===== src/rtl/qif_pkg.sv =====
// Shared definitions for the QIF spike-path blocks: default result widths,
// saturation limits and the result-holding state encoding.
package qif_pkg;

    localparam int RATE_W_DEF = 8;
    localparam int ISI_W_DEF  = 8;

    localparam logic [RATE_W_DEF-1:0] RATE_MAX_DEF = '1;
    localparam logic [ISI_W_DEF-1:0]  ISI_MAX_DEF  = '1;

    typedef enum logic {
        EMPTY = 1'b0,
        FULL  = 1'b1
    } qif_state_e;

endpackage


===== src/rtl/qif_sat_counter.sv =====
// Up-counter with synchronous clear and hold; either sticks at all-ones
// (SATURATE=1) or wraps to zero (SATURATE=0).
module qif_sat_counter #(
    parameter int WIDTH    = 8,
    parameter bit SATURATE = 1'b1
) (
    input  logic             clk,
    input  logic             rst,
    input  logic             inc,
    input  logic             clr,
    input  logic             hold,
    output logic [WIDTH-1:0] q
);

    localparam logic [WIDTH-1:0] MAX = '1;

    logic at_limit;

    assign at_limit = SATURATE && (q == MAX);

    always_ff @(posedge clk) begin
        if (rst) begin
            q <= '0;
        end else if (clr) begin
            q <= '0;
        end else if (!hold && inc && !at_limit) begin
            q <= q + 1'b1;
        end
    end

endmodule


===== src/rtl/qif_spike_decoder.sv =====
// Decodes a single-bit spike train into a per-window spike count and the
// latest inter-spike interval, delivered over a valid/ready handshake.
module qif_spike_decoder
    import qif_pkg::*;
#(
    parameter int WINDOW = 64,
    parameter int RATE_W = RATE_W_DEF,
    parameter int ISI_W  = ISI_W_DEF
) (
    input  logic              clk,
    input  logic              rst,
    input  logic              ena,
    input  logic              spike_in,
    output logic [RATE_W-1:0] rate_out,
    output logic [ISI_W-1:0]  isi_out,
    output logic              out_valid,
    input  logic              out_ready,
    output logic              overflow
);

    localparam int                WIN_W    = $clog2(WINDOW);
    localparam logic [WIN_W-1:0]  WIN_LAST = WIN_W'(WINDOW - 1);
    localparam logic [RATE_W-1:0] RATE_MAX = '1;
    localparam logic [ISI_W-1:0]  ISI_MAX  = '1;

    logic              prev_p0;
    logic              have_prev;
    logic [ISI_W-1:0]  isi_reg;
    logic [WIN_W-1:0]  win_cnt;
    logic [RATE_W-1:0] spk_cnt;
    logic [ISI_W-1:0]  isi_tmr;
    logic              ev;
    logic              win_end;
    logic [RATE_W-1:0] rate_final;
    logic [ISI_W-1:0]  isi_meas;
    logic [ISI_W-1:0]  isi_final;
    qif_state_e        state;

    assign ev      = ena && spike_in && !prev_p0;
    assign win_end = ena && (win_cnt == WIN_LAST);

    // A window-end event still belongs to the closing window, so fold it in here.
    assign rate_final = (ev && spk_cnt != RATE_MAX) ? spk_cnt + 1'b1 : spk_cnt;
    assign isi_meas   = (isi_tmr == ISI_MAX) ? ISI_MAX : isi_tmr + 1'b1;
    assign isi_final  = (ev && have_prev) ? isi_meas : isi_reg;

    qif_sat_counter #(.WIDTH(WIN_W), .SATURATE(1'b0)) u_win_cnt (
        .clk  (clk),
        .rst  (rst),
        .inc  (1'b1),
        .clr  (win_end),
        .hold (!ena),
        .q    (win_cnt)
    );

    qif_sat_counter #(.WIDTH(RATE_W), .SATURATE(1'b1)) u_spk_cnt (
        .clk  (clk),
        .rst  (rst),
        .inc  (ev),
        .clr  (win_end),
        .hold (!ena),
        .q    (spk_cnt)
    );

    qif_sat_counter #(.WIDTH(ISI_W), .SATURATE(1'b1)) u_isi_tmr (
        .clk  (clk),
        .rst  (rst),
        .inc  (1'b1),
        .clr  (ev),
        .hold (!ena),
        .q    (isi_tmr)
    );

    // Edge-detect sample keeps tracking the input even while decoding is paused.
    always_ff @(posedge clk) begin
        if (rst) begin
            prev_p0   <= 1'b0;
            have_prev <= 1'b0;
            isi_reg   <= '0;
        end else begin
            prev_p0 <= spike_in;
            if (ev) begin
                have_prev <= 1'b1;
                isi_reg   <= isi_final;
            end
        end
    end

    always_ff @(posedge clk) begin
        if (rst) begin
            state    <= EMPTY;
            rate_out <= '0;
            isi_out  <= '0;
            overflow <= 1'b0;
        end else begin
            case (state)
                EMPTY: begin
                    if (win_end) begin
                        state    <= FULL;
                        rate_out <= rate_final;
                        isi_out  <= isi_final;
                    end
                end
                FULL: begin
                    if (win_end && out_ready) begin
                        rate_out <= rate_final;
                        isi_out  <= isi_final;
                    end else if (win_end) begin
                        overflow <= 1'b1;
                    end else if (out_ready) begin
                        state <= EMPTY;
                    end
                end
                default: state <= EMPTY;
            endcase
        end
    end

    assign out_valid = (state == FULL);

endmodule

===== config.mk =====
export PLATFORM = sky130hd
export DESIGN_NAME = qif_spike_decoder
export DESIGN_NICKNAME = d
export VERILOG_FILES = /design/src/rtl/qif_pkg.sv /design/src/rtl/qif_sat_counter.sv /design/src/rtl/qif_spike_decoder.sv
export SDC_FILE = /design/constraint.sdc
export NUM_CORES = 1
export LEC_CHECK = 0
export ABC_AREA = 0
export CAP_MARGIN = 10
export CORE_MARGIN = 3
export CORE_UTILIZATION = 55
export DETAILED_ROUTE_END_ITERATION = 6
export MAX_ROUTING_LAYER = met4
export PLACE_DENSITY_LB_ADDON = 0.3
export SYNTH_ARGS = -nofsm -noshare
export SYNTH_HDL_FRONTEND = slang
export SYNTH_SLANG_ARGS = --single-unit

===== constraint.sdc =====
create_clock -name clk -period 3.2 [get_ports clk]
set_input_delay 0.64 -clock clk [delete_from_list [all_inputs] [get_ports clk]]
set_output_delay 0.64 -clock clk [all_outputs]
set_load 0.03 [all_outputs]

==> impl_metrics.env, run 1 <==
export IMPL_outcome="complete, no violations"
export IMPL_cellPowerDensity_nw_per_um2=417.3
export IMPL_path_clk_slew_ns=0.08
export IMPL_syn_to_final_growth_pct=14.19
export IMPL_grt_pass1_wl_mm=6.900
export IMPL_worst_pin_slew_ns=0.3662
export IMPL_via_per_inst=5.701
export IMPL_ant_nets=0
export IMPL_grt_pass1_vias=1555
export IMPL_endpoint_kind="register"
export IMPL_drc=0
export IMPL_hold_viol=0
export IMPL_antenna_found_initial=0
export IMPL_grt_max_degree=28
export IMPL_post_cts_resized=0
export IMPL_ys_async_sr_fraction_pct=0
export IMPL_drive_gt1_share_pct=7.422
export IMPL_netlist_area_leader_share_pct=45.95
export IMPL_wl_per_cell_um=13.41
export IMPL_hold_buffers=0
export IMPL_start_util_pct=58.19
export IMPL_timing_fmax_mhz=466.6
export IMPL_max_stage_delay_ns=0.47
export IMPL_synthFlopType="dfxtp_1"
export IMPL_hpwl_mm=2.897
export IMPL_ys_seq_area_share_pct=45.95
export IMPL_rsz0062_at_grt="false"
export IMPL_cp_arrival_ns=2.32
export IMPL_post_route_min_period_ns=2.143
export IMPL_final_cell_mix="50 x dfxtp_1, 41 x nor2_1, 22 x clkdlybuf4s50_1"
export IMPL_drt_first_iter_violations=92
export IMPL_cts_tree="yes"
export IMPL_io_pins=23
export IMPL_numCtsBuffers=5
export IMPL_min_period_over_period_pct=66.98
export IMPL_cp_max_fo=14
export IMPL_die_width_um=68.94
export IMPL_die_height_um=68.94
export IMPL_path_cells="clkdlybuf4s50_1 > buf_4 > and4b_1 > o21ai_1 > nor3_1 > o32ai_1"
export IMPL_core_area_um2=3744
export IMPL_critical_path_class="in2reg"
export IMPL_mostFrequentLayoutCell="dfxtp_1"
export IMPL_skew_ns=0.006028
export IMPL_hold_path_class="reg2reg"
export IMPL_drtPass1Iterations=4
export IMPL_setup_viol=0
export IMPL_drv_cap=0
export IMPL_synth_largest_area_cell="dfxtp_1"
export IMPL_post_cts_buffers=0
export IMPL_grt_overflow_total=0
export IMPL_fillers=326
export IMPL_gp_congestion=0.8528
export IMPL_synth_warnings=0
export IMPL_yosysUniqueCellTypes=46
export IMPL_power_uw=1038
export IMPL_ctsLongestPathBuffers=2
export IMPL_track_usage_pct=19.87
export IMPL_synthTopCellsByArea="dfxtp_1 46%, nor2_1 7.1%, nand2b_1 3.4%"
export IMPL_row_count=22
export IMPL_synth_nets=246
export IMPL_cts_htree_levels=2
export IMPL_netlist_instances=238
export IMPL_vias=1733
export IMPL_nNetsFinal=264
export IMPL_critPathLaunchType="input port"
export IMPL_timing_setup_tns_ns=0
export IMPL_synth_edf_count=0
export IMPL_peakVddDrop_v=0.0002883
export IMPL_worstSkewPairLatency_ns=0.30
export IMPL_finalWirelength_mm=4.077
export IMPL_syn_area_per_cell_um2=9.153
export IMPL_required_ns=3.38
export IMPL_cts_sinks=50
export IMPL_root_buffer="clkbuf_8"
export IMPL_io_buffers=22
export IMPL_syn_area_um2=2178
export IMPL_p_leak_uw=0.0008726
export IMPL_diodes=0
export IMPL_crit_slowest_cell="clkdlybuf4s50_1"
export IMPL_slew_headroom_pct=75.55
export IMPL_slew_viol_final=0
export IMPL_dieArea_um2=4752
export IMPL_yosys_register_bits=50
==> metal layers <==
metal  track usage, %  part of all wire (%)  vias up
li1                 -                     -      892
met2            30.71                    44       29
met1            25.40                    52      810
met5                -                     0        -
met4            5.353                  0.54        0
met3            5.835                   3.3        2
==> per-stage QoR <==
step / instance area (um2) / utilization, % / hold slack, ns / instances / setup WS [ns]
4_1_cts: 2487 / 66.44 / 0.4757 / 304 / 1.077
2_1_floorplan: 2178 / - / 0.4442 / 238 / 1.638
6_report: 2487 / 66.44 / 0.4739 / 304 / 1.057
3_3_place_gp: 2407 / 64.30 / 0.4521 / 297 / 0.8250
3_5_place_dp: 2407 / 64.30 / 0.4628 / 297 / 0.7699
5_1_grt: 2487 / 66.44 / 0.5029 / 304 / 0.8921
==> cell type report <==
| type | instances | area, um2 | area share, % |
|---|---|---|---|
| multi-input combinational | 171 | 1092 | 43.91 |
| sequential | 50 | 1001 | 40.24 |
| timing repair buffer | 25 | 242.7 | 9.759 |
| clock buffer | 6 | 72.57 | 2.917 |
| tap | 48 | 60.06 | 2.414 |
| inverter | 3 | 11.26 | 0.4527 |
| clock inverter | 1 | 7.507 | 0.3018 |
==> critical path, delay by kind of cell <==
kind,cells,cell delay (ns)
compound gates,2,0.32
buf+inv,2,0.67
simple gates,2,0.68
==> power breakdown <==
| group | switching, uW | total (uW) | internal [uW] |
|---|---|---|---|
| registers | 7.71 | 638 | 631 |
| clock network | 197 | 347 | 150 |
| logic | 30.4 | 52.8 | 22.4 |
| total | 235 | 1040 | 803 |
==> logic make-up after synthesis <==
kind of cell / count (synthesis) / share of synthesized area [%]
AND/OR/NAND/NOR: 101 / 24.53
adder cells (fa/ha/maj): 3 / 1.723
buffers and inverters: 17 / 3.906
flip-flops: 50 / 45.95
XOR/XNOR: 12 / 4.825
multiplexers: 6 / 2.757
AO/OA/AOI/OAI: 49 / 16.31
==> cells in the mapped netlist, types with 3 or more instances <==
cell,n
nand2b_1,12
nand4_1,6
a21oi_1,7
xor2_1,7
buf_2,8
a211oi_2,4
ha_1,3
o22ai_1,8
dfxtp_1,50
nand2_1,10
inv_1,3
clkbuf_1,4
nor3_1,4
o21ai_0,7
o2111ai_1,3
o211ai_1,5
mux2i_1,6
and3_1,5
nand3_1,9
xnor2_1,5
nor2_1,41
==> final timing paths <==
check                               startpoint          end  slack, ns  depth (start not counted)
worst max register to register  u_win_cnt.q[0]  rate_out[2]       1.51                          6
worst min-delay path                isi_reg[7]   isi_reg[7]       0.47                          2
worst min register to register      isi_reg[7]   isi_reg[7]       0.47                          2
worst max-delay path                       ena   isi_out[5]       1.06                          6
No activity file was read; power rests on OpenSTA's default activity.
==> inputs of run 2 (changes only) <==
--- a/config.mk
+++ b/config.mk
@@ -8,7 +8,7 @@
 export ABC_AREA = 0
 export CAP_MARGIN = 10
 export CORE_MARGIN = 3
-export CORE_UTILIZATION = 55
+export CORE_UTILIZATION = 50
 export DETAILED_ROUTE_END_ITERATION = 6
 export MAX_ROUTING_LAYER = met4
 export PLACE_DENSITY_LB_ADDON = 0.3
==> constraint.sdc (replaced) <==
create_clock -name clk -period 1.89 [get_ports clk]
set_input_delay 0.378 -clock clk [delete_from_list [all_inputs] [get_ports clk]]
set_output_delay 0.378 -clock clk [all_outputs]
set_load 0.03 [all_outputs]
==> impl_metrics.env, run 2 (synthesis gave the netlist of run 1 again) <==
export IMPL_rsz0062_at_grt="false"
export IMPL_grt_max_degree=23
export IMPL_cts_htree_levels=2
export IMPL_drv_cap=0
export IMPL_root_buffer="clkbuf_8"
export IMPL_critPathLaunchType="register"
export IMPL_via_per_inst=5.545
export IMPL_slew_viol_final=0
export IMPL_ant_nets=0
export IMPL_critical_path_class="reg2out"
export IMPL_r2r_slack_ns=0.27
export IMPL_post_cts_resized=0
export IMPL_ctsLongestPathBuffers=2
export IMPL_numCtsBuffers=5
export IMPL_required_ns=1.51
export IMPL_hold_depth=2
export IMPL_peakVddDrop_v=0.0006729
export IMPL_io_pins=23
export IMPL_rr_startpoint="u_isi_tmr.q[1]"
export IMPL_nNetsFinal=276
export IMPL_drt_first_iter_violations=100
export IMPL_worstSkewPairLatency_ns=0.31
export IMPL_min_to="rate_out[7]"
export IMPL_grt_pass1_vias=1664
export IMPL_hpwl_mm=2.988
export IMPL_cp_arrival_ns=1.35
export IMPL_worstHoldStart="rate_out[7]"
export IMPL_worst_pin_slew_ns=0.3612
export IMPL_hold_viol=0
export IMPL_io_buffers=22
export IMPL_die_height_um=72.01
export IMPL_crit_family="buffers and inverters"
export IMPL_mostFrequentLayoutCell="dfxtp_1"
export IMPL_dieArea_um2=5185
export IMPL_vias=1769
export IMPL_die_width_um=72.01
export IMPL_p_leak_uw=0.0009468
export IMPL_wl_per_cell_um=13.61
export IMPL_rr_endpoint="isi_out[5]"
export IMPL_cp_depth=1
export IMPL_gp_congestion=0.8092
export IMPL_cellPowerDensity_nw_per_um2=706.0
export IMPL_path_cells="clkdlybuf4s50_1"
export IMPL_path_clk_slew_ns=0.09
export IMPL_cts_tree="yes"
export IMPL_antenna_found_initial=0
export IMPL_setup_viol=0
export IMPL_core_area_um2=4115
export IMPL_drive_gt1_share_pct=12.27
export IMPL_hold_buffers=0
export IMPL_diodes=0
export IMPL_post_route_min_period_ns=1.726
export IMPL_crit_slowest_cell="clkdlybuf4s50_1"
export IMPL_row_count=23
export IMPL_final_cell_mix="50 x dfxtp_1, 41 x nor2_1, 22 x clkdlybuf4s50_1"
export IMPL_cp_max_fo=2
export IMPL_final_area_um2=2608
export IMPL_rr_worst_depth=6
export IMPL_max_stage_delay_ns=0.68
export IMPL_min_period_over_period_pct=91.33
export IMPL_fin_hold_ws_ns=0.4732
export IMPL_skew_ns=0.003512
export IMPL_hold_path_class="reg2reg"
export IMPL_grt_pass1_wl_mm=7.534
export IMPL_drtPass1Iterations=4
export IMPL_timing_setup_tns_ns=0
export IMPL_dpl_cell_area_um2=2512
export IMPL_endpoint_kind="primary output"
export IMPL_final_core_util_pct=63.36
export IMPL_track_usage_pct=18.94
export IMPL_cts_sinks=50
export IMPL_outcome="complete, no violations"
export IMPL_post_cts_buffers=0
export IMPL_path_buf_inv=1
export IMPL_drc=0
export IMPL_slew_headroom_pct=75.89
export IMPL_start_util_pct=52.93
export IMPL_finalWirelength_mm=4.341
export IMPL_syn_to_final_growth_pct=19.70
export IMPL_grt_overflow_total=0
export IMPL_timing_fmax_mhz=579.3
[run 2: changes by cell type in the layout (fill, tap and decap cells not counted), sizes merged]
| cell | before | now |
|---|---|---|
| buf | 3 | 15 |
| clkinv | 0 | 1 |
[run 2: routing by layer]
layer	global-route usage, %	wire, um	vias to the layer above
met4	8.768	78	0
li1	-	-	911
met5	-	0	-
met1	23.29	2061	825
met3	5.540	180	5
met2	28.67	2020	28
[run 2: stage by stage]
stage | power, uW | worst slack [ns] | std cells
finish | 1841 | 0.1639 | 319
global route | 1925 | 0.05180 | 319
CTS | 1865 | 0.1413 | 319
detailed placement | 1204 | -0.1068 | 311
global placement | 1204 | -0.06159 | 311
floorplan | 1168 | 0.4427 | 238
[run 2: worst max path at each step]
stage | start | slack (ns) | endpoint
2_1_floorplan | u_isi_tmr.q[0] | 0.44 | u_isi_tmr.q[5]
3_3_place_gp | ena | -0.06 | rate_out[1]
3_5_place_dp | ena | -0.11 | rate_out[1]
4_1_cts | isi_out[0] | 0.14 | isi_out[0]
5_1_grt | ena | 0.05 | isi_out[5]
6_report | isi_out[0] | 0.16 | isi_out[0]
[run 2: area by class of cell]
cell class | count | area (um2)
multi-input cells | 171 | 1092
flip-flops and latches | 50 | 1001
inverters | 3 | 11.26
repair buffers | 37 | 345.3
well taps | 50 | 62.56
clock buffers | 6 | 82.58
clock inverters | 2 | 12.51
fillers | 378 | 1508
[run 2: power by group]
group / switching (uW) / leakage (uW) / total [uW] / internal, uW
Clock: 367 / 0.0000472 / 661 / 295
Sequential: 12.6 / 0.000404 / 1080 / 1070
Combinational: 52.4 / 0.000496 / 99.1 / 46.7
Total: 432 / 0.000947 / 1840 / 1410
==> inputs of run 3 (changes only) <==
--- a/config.mk
+++ b/config.mk
@@ -7,11 +7,14 @@
 export LEC_CHECK = 0
 export ABC_AREA = 0
 export CAP_MARGIN = 10
+export CELL_PAD_IN_SITES_DETAIL_PLACEMENT = 2
+export CELL_PAD_IN_SITES_GLOBAL_PLACEMENT = 2
 export CORE_MARGIN = 3
-export CORE_UTILIZATION = 50
+export CORE_UTILIZATION = 31
 export DETAILED_ROUTE_END_ITERATION = 6
 export MAX_ROUTING_LAYER = met4
 export PLACE_DENSITY_LB_ADDON = 0.3
+export REMOVE_ABC_BUFFERS = 1
 export SYNTH_ARGS = -nofsm -noshare
 export SYNTH_HDL_FRONTEND = slang
 export SYNTH_SLANG_ARGS = --single-unit
==> impl_metrics.env, run 3 (synthesis gave the netlist of run 1 again) <==
export IMPL_peakVddDrop_v=0.0004118
export IMPL_nNetsFinal=280
export IMPL_regArea_um2=1001
export IMPL_mostFrequentLayoutCell="dfxtp_1"
export IMPL_worstHoldStart="isi_reg[7]"
export IMPL_ant_nets=0
export IMPL_hold_path_class="reg2reg"
export IMPL_cp_arrival_ns=1.37
export IMPL_diodes=0
export IMPL_via_per_inst=5.101
export IMPL_hold_viol=0
export IMPL_rr_endpoint="rate_out[6]"
export IMPL_max_stage_delay_ns=0.69
export IMPL_rr_worst_depth=6
export IMPL_multi_input_area_um2=1096
export IMPL_dieArea_um2=8069
export IMPL_start_util_pct=33.17
export IMPL_drt_first_iter_violations=105
export IMPL_cp_startpoint="isi_out[0]"
export IMPL_core_area_um2=6568
export IMPL_io_pins=23
export IMPL_pwr_share_seq_pct=58.1
export IMPL_endpoint_kind="primary output"
export IMPL_final_area_um2=2708
export IMPL_grt_overflow_total=0
export IMPL_post_route_min_period_ns=1.747
export IMPL_dpl_cell_area_um2=2609
export IMPL_worst_pin_slew_ns=0.3660
export IMPL_drive_gt1_share_pct=13.92
export IMPL_cellPowerDensity_nw_per_um2=686.7
export IMPL_die_width_um=89.83
export IMPL_final_cell_mix="50 x dfxtp_1, 41 x nor2_1, 22 x clkdlybuf4s50_1"
export IMPL_comb_power_share_pct=5.7
export IMPL_crit_family="buffers and inverters"
export IMPL_outcome="complete, no violations"
export IMPL_grt_pass1_wl_mm=9.984
export IMPL_timing_setup_tns_ns=0
export IMPL_skew_ns=0.004546
export IMPL_ctsLongestPathBuffers=2
export IMPL_hpwl_mm=4.344
export IMPL_cts_tree="yes"
export IMPL_path_buf_inv=1
export IMPL_drv_cap=0
export IMPL_rsz0062_at_grt="false"
export IMPL_worstSkewPairLatency_ns=0.31
export IMPL_vias=1867
export IMPL_antenna_found_initial=0
export IMPL_cp_depth=1
export IMPL_min_period_over_period_pct=92.42
export IMPL_drtPass1Iterations=4
export IMPL_root_buffer="clkbuf_8"
export IMPL_p_clk_share_pct=36.2
export IMPL_setup_viol=0
export IMPL_wl_per_cell_um=15.71
export IMPL_syn_to_final_growth_pct=24.30
export IMPL_crit_slowest_cell="clkdlybuf4s50_1"
export IMPL_gp_congestion=0.7657
export IMPL_io_buffers=22
export IMPL_numCtsBuffers=5
export IMPL_slew_viol_final=0
export IMPL_cp_endpoint="isi_out[0]"
export IMPL_required_ns=1.51
export IMPL_p_leak_uw=0.0009713
export IMPL_cts_sinks=50
export IMPL_switching_share_pct=24.15
export IMPL_cp_max_fo=2
export IMPL_critical_path_class="reg2out"
export IMPL_path_cells="clkdlybuf4s50_1"
export IMPL_row_count=29
export IMPL_path_clk_slew_ns=0.10
export IMPL_critPathLaunchType="register"
export IMPL_rr_startpoint="u_win_cnt.q[0]"
export IMPL_net_switching_power_uw=449.0
export IMPL_grt_max_degree=19
export IMPL_grt_pass1_vias=1961
export IMPL_drc=0
export IMPL_finalWirelength_mm=5.749
export IMPL_cts_htree_levels=2
export IMPL_fillers=725
export IMPL_track_usage_pct=15.38
export IMPL_slew_headroom_pct=75.57
export IMPL_r2r_slack_ns=0.20
export IMPL_timing_fmax_mhz=572.5
export IMPL_die_height_um=89.83
export IMPL_p_int_uw=1410
==> run 3: cell types whose count changed in the layout (fill, tap and decap cells not counted) <==
cell	before	now
buf_4	14	17
o21ai_1	1	0
buf_12	1	2
o21ai_2	1	2
==> run 3: layer usage <==
metal,GRT usage (%),vias up,part of all wire [%]
li1,-,914,-
met1,20.04,925,49
met2,24.62,21,47
met3,2.838,7,2.0
met4,4.215,0,1.2
met5,-,-,0
==> run 3: final cells by class <==
cell class | count | area share (%)
clock buffer | 6 | 3.050
clock inverter | 2 | 0.4621
inverter | 3 | 0.4159
multi-input combinational | 171 | 40.48
sequential | 50 | 36.97
tap | 93 | 4.298
timing repair buffer | 41 | 14.33
==> run 3: timing repair <==
action / CTS / global route
endpoints found under the setup margin: 0 / 2
buffers inserted: 0 / 0
gates resized for setup: 0 / 1
hold buffers: 0 / 0
==> run 3: power by group through the flow <==
stage                     clock, uW  combinational, uW  sequential, uW
after floorplan                   0               50.8            1100
after global placement            0                103            1100
after detailed placement          0                106            1110
after CTS                       692                108            1080
after global routing            745                119            1080
final                           672                106            1080
==> run 3: worst reg2reg max path, stage by stage (launching register included) <==
cell and delay, ns:
dfxtp_1 0.38, ha_1 0.22, nand3_1 0.19, nor3_4 0.25, buf_12 0.18, nand2b_1 0.19
o22ai_1 0.22
==> run 3: how the worst min path moves through the flow <==
stage / to / cells after the start
after floorplan: isi_reg[2] / 2
after global placement: isi_reg[7] / 2
after detailed placement: overflow / 2
after CTS: isi_reg[7] / 2
after global routing: isi_reg[7] / 2
final: isi_reg[7] / 2
==> run 3: stage by stage <==
step           hold WS, ns  util, %  power (uW)  std cells  worst slack, ns
3_5_place_dp        0.4652    39.72        1212        358          -0.1814
2_1_floorplan       0.4379        -        1153        224          0.09106
6_report            0.4802    41.23        1859        366           0.1432
3_3_place_gp        0.4545    39.72        1208        358          -0.1227
4_1_cts             0.4845    41.17        1881        366           0.1346
5_1_grt             0.5158    41.23        1948        366          0.05392
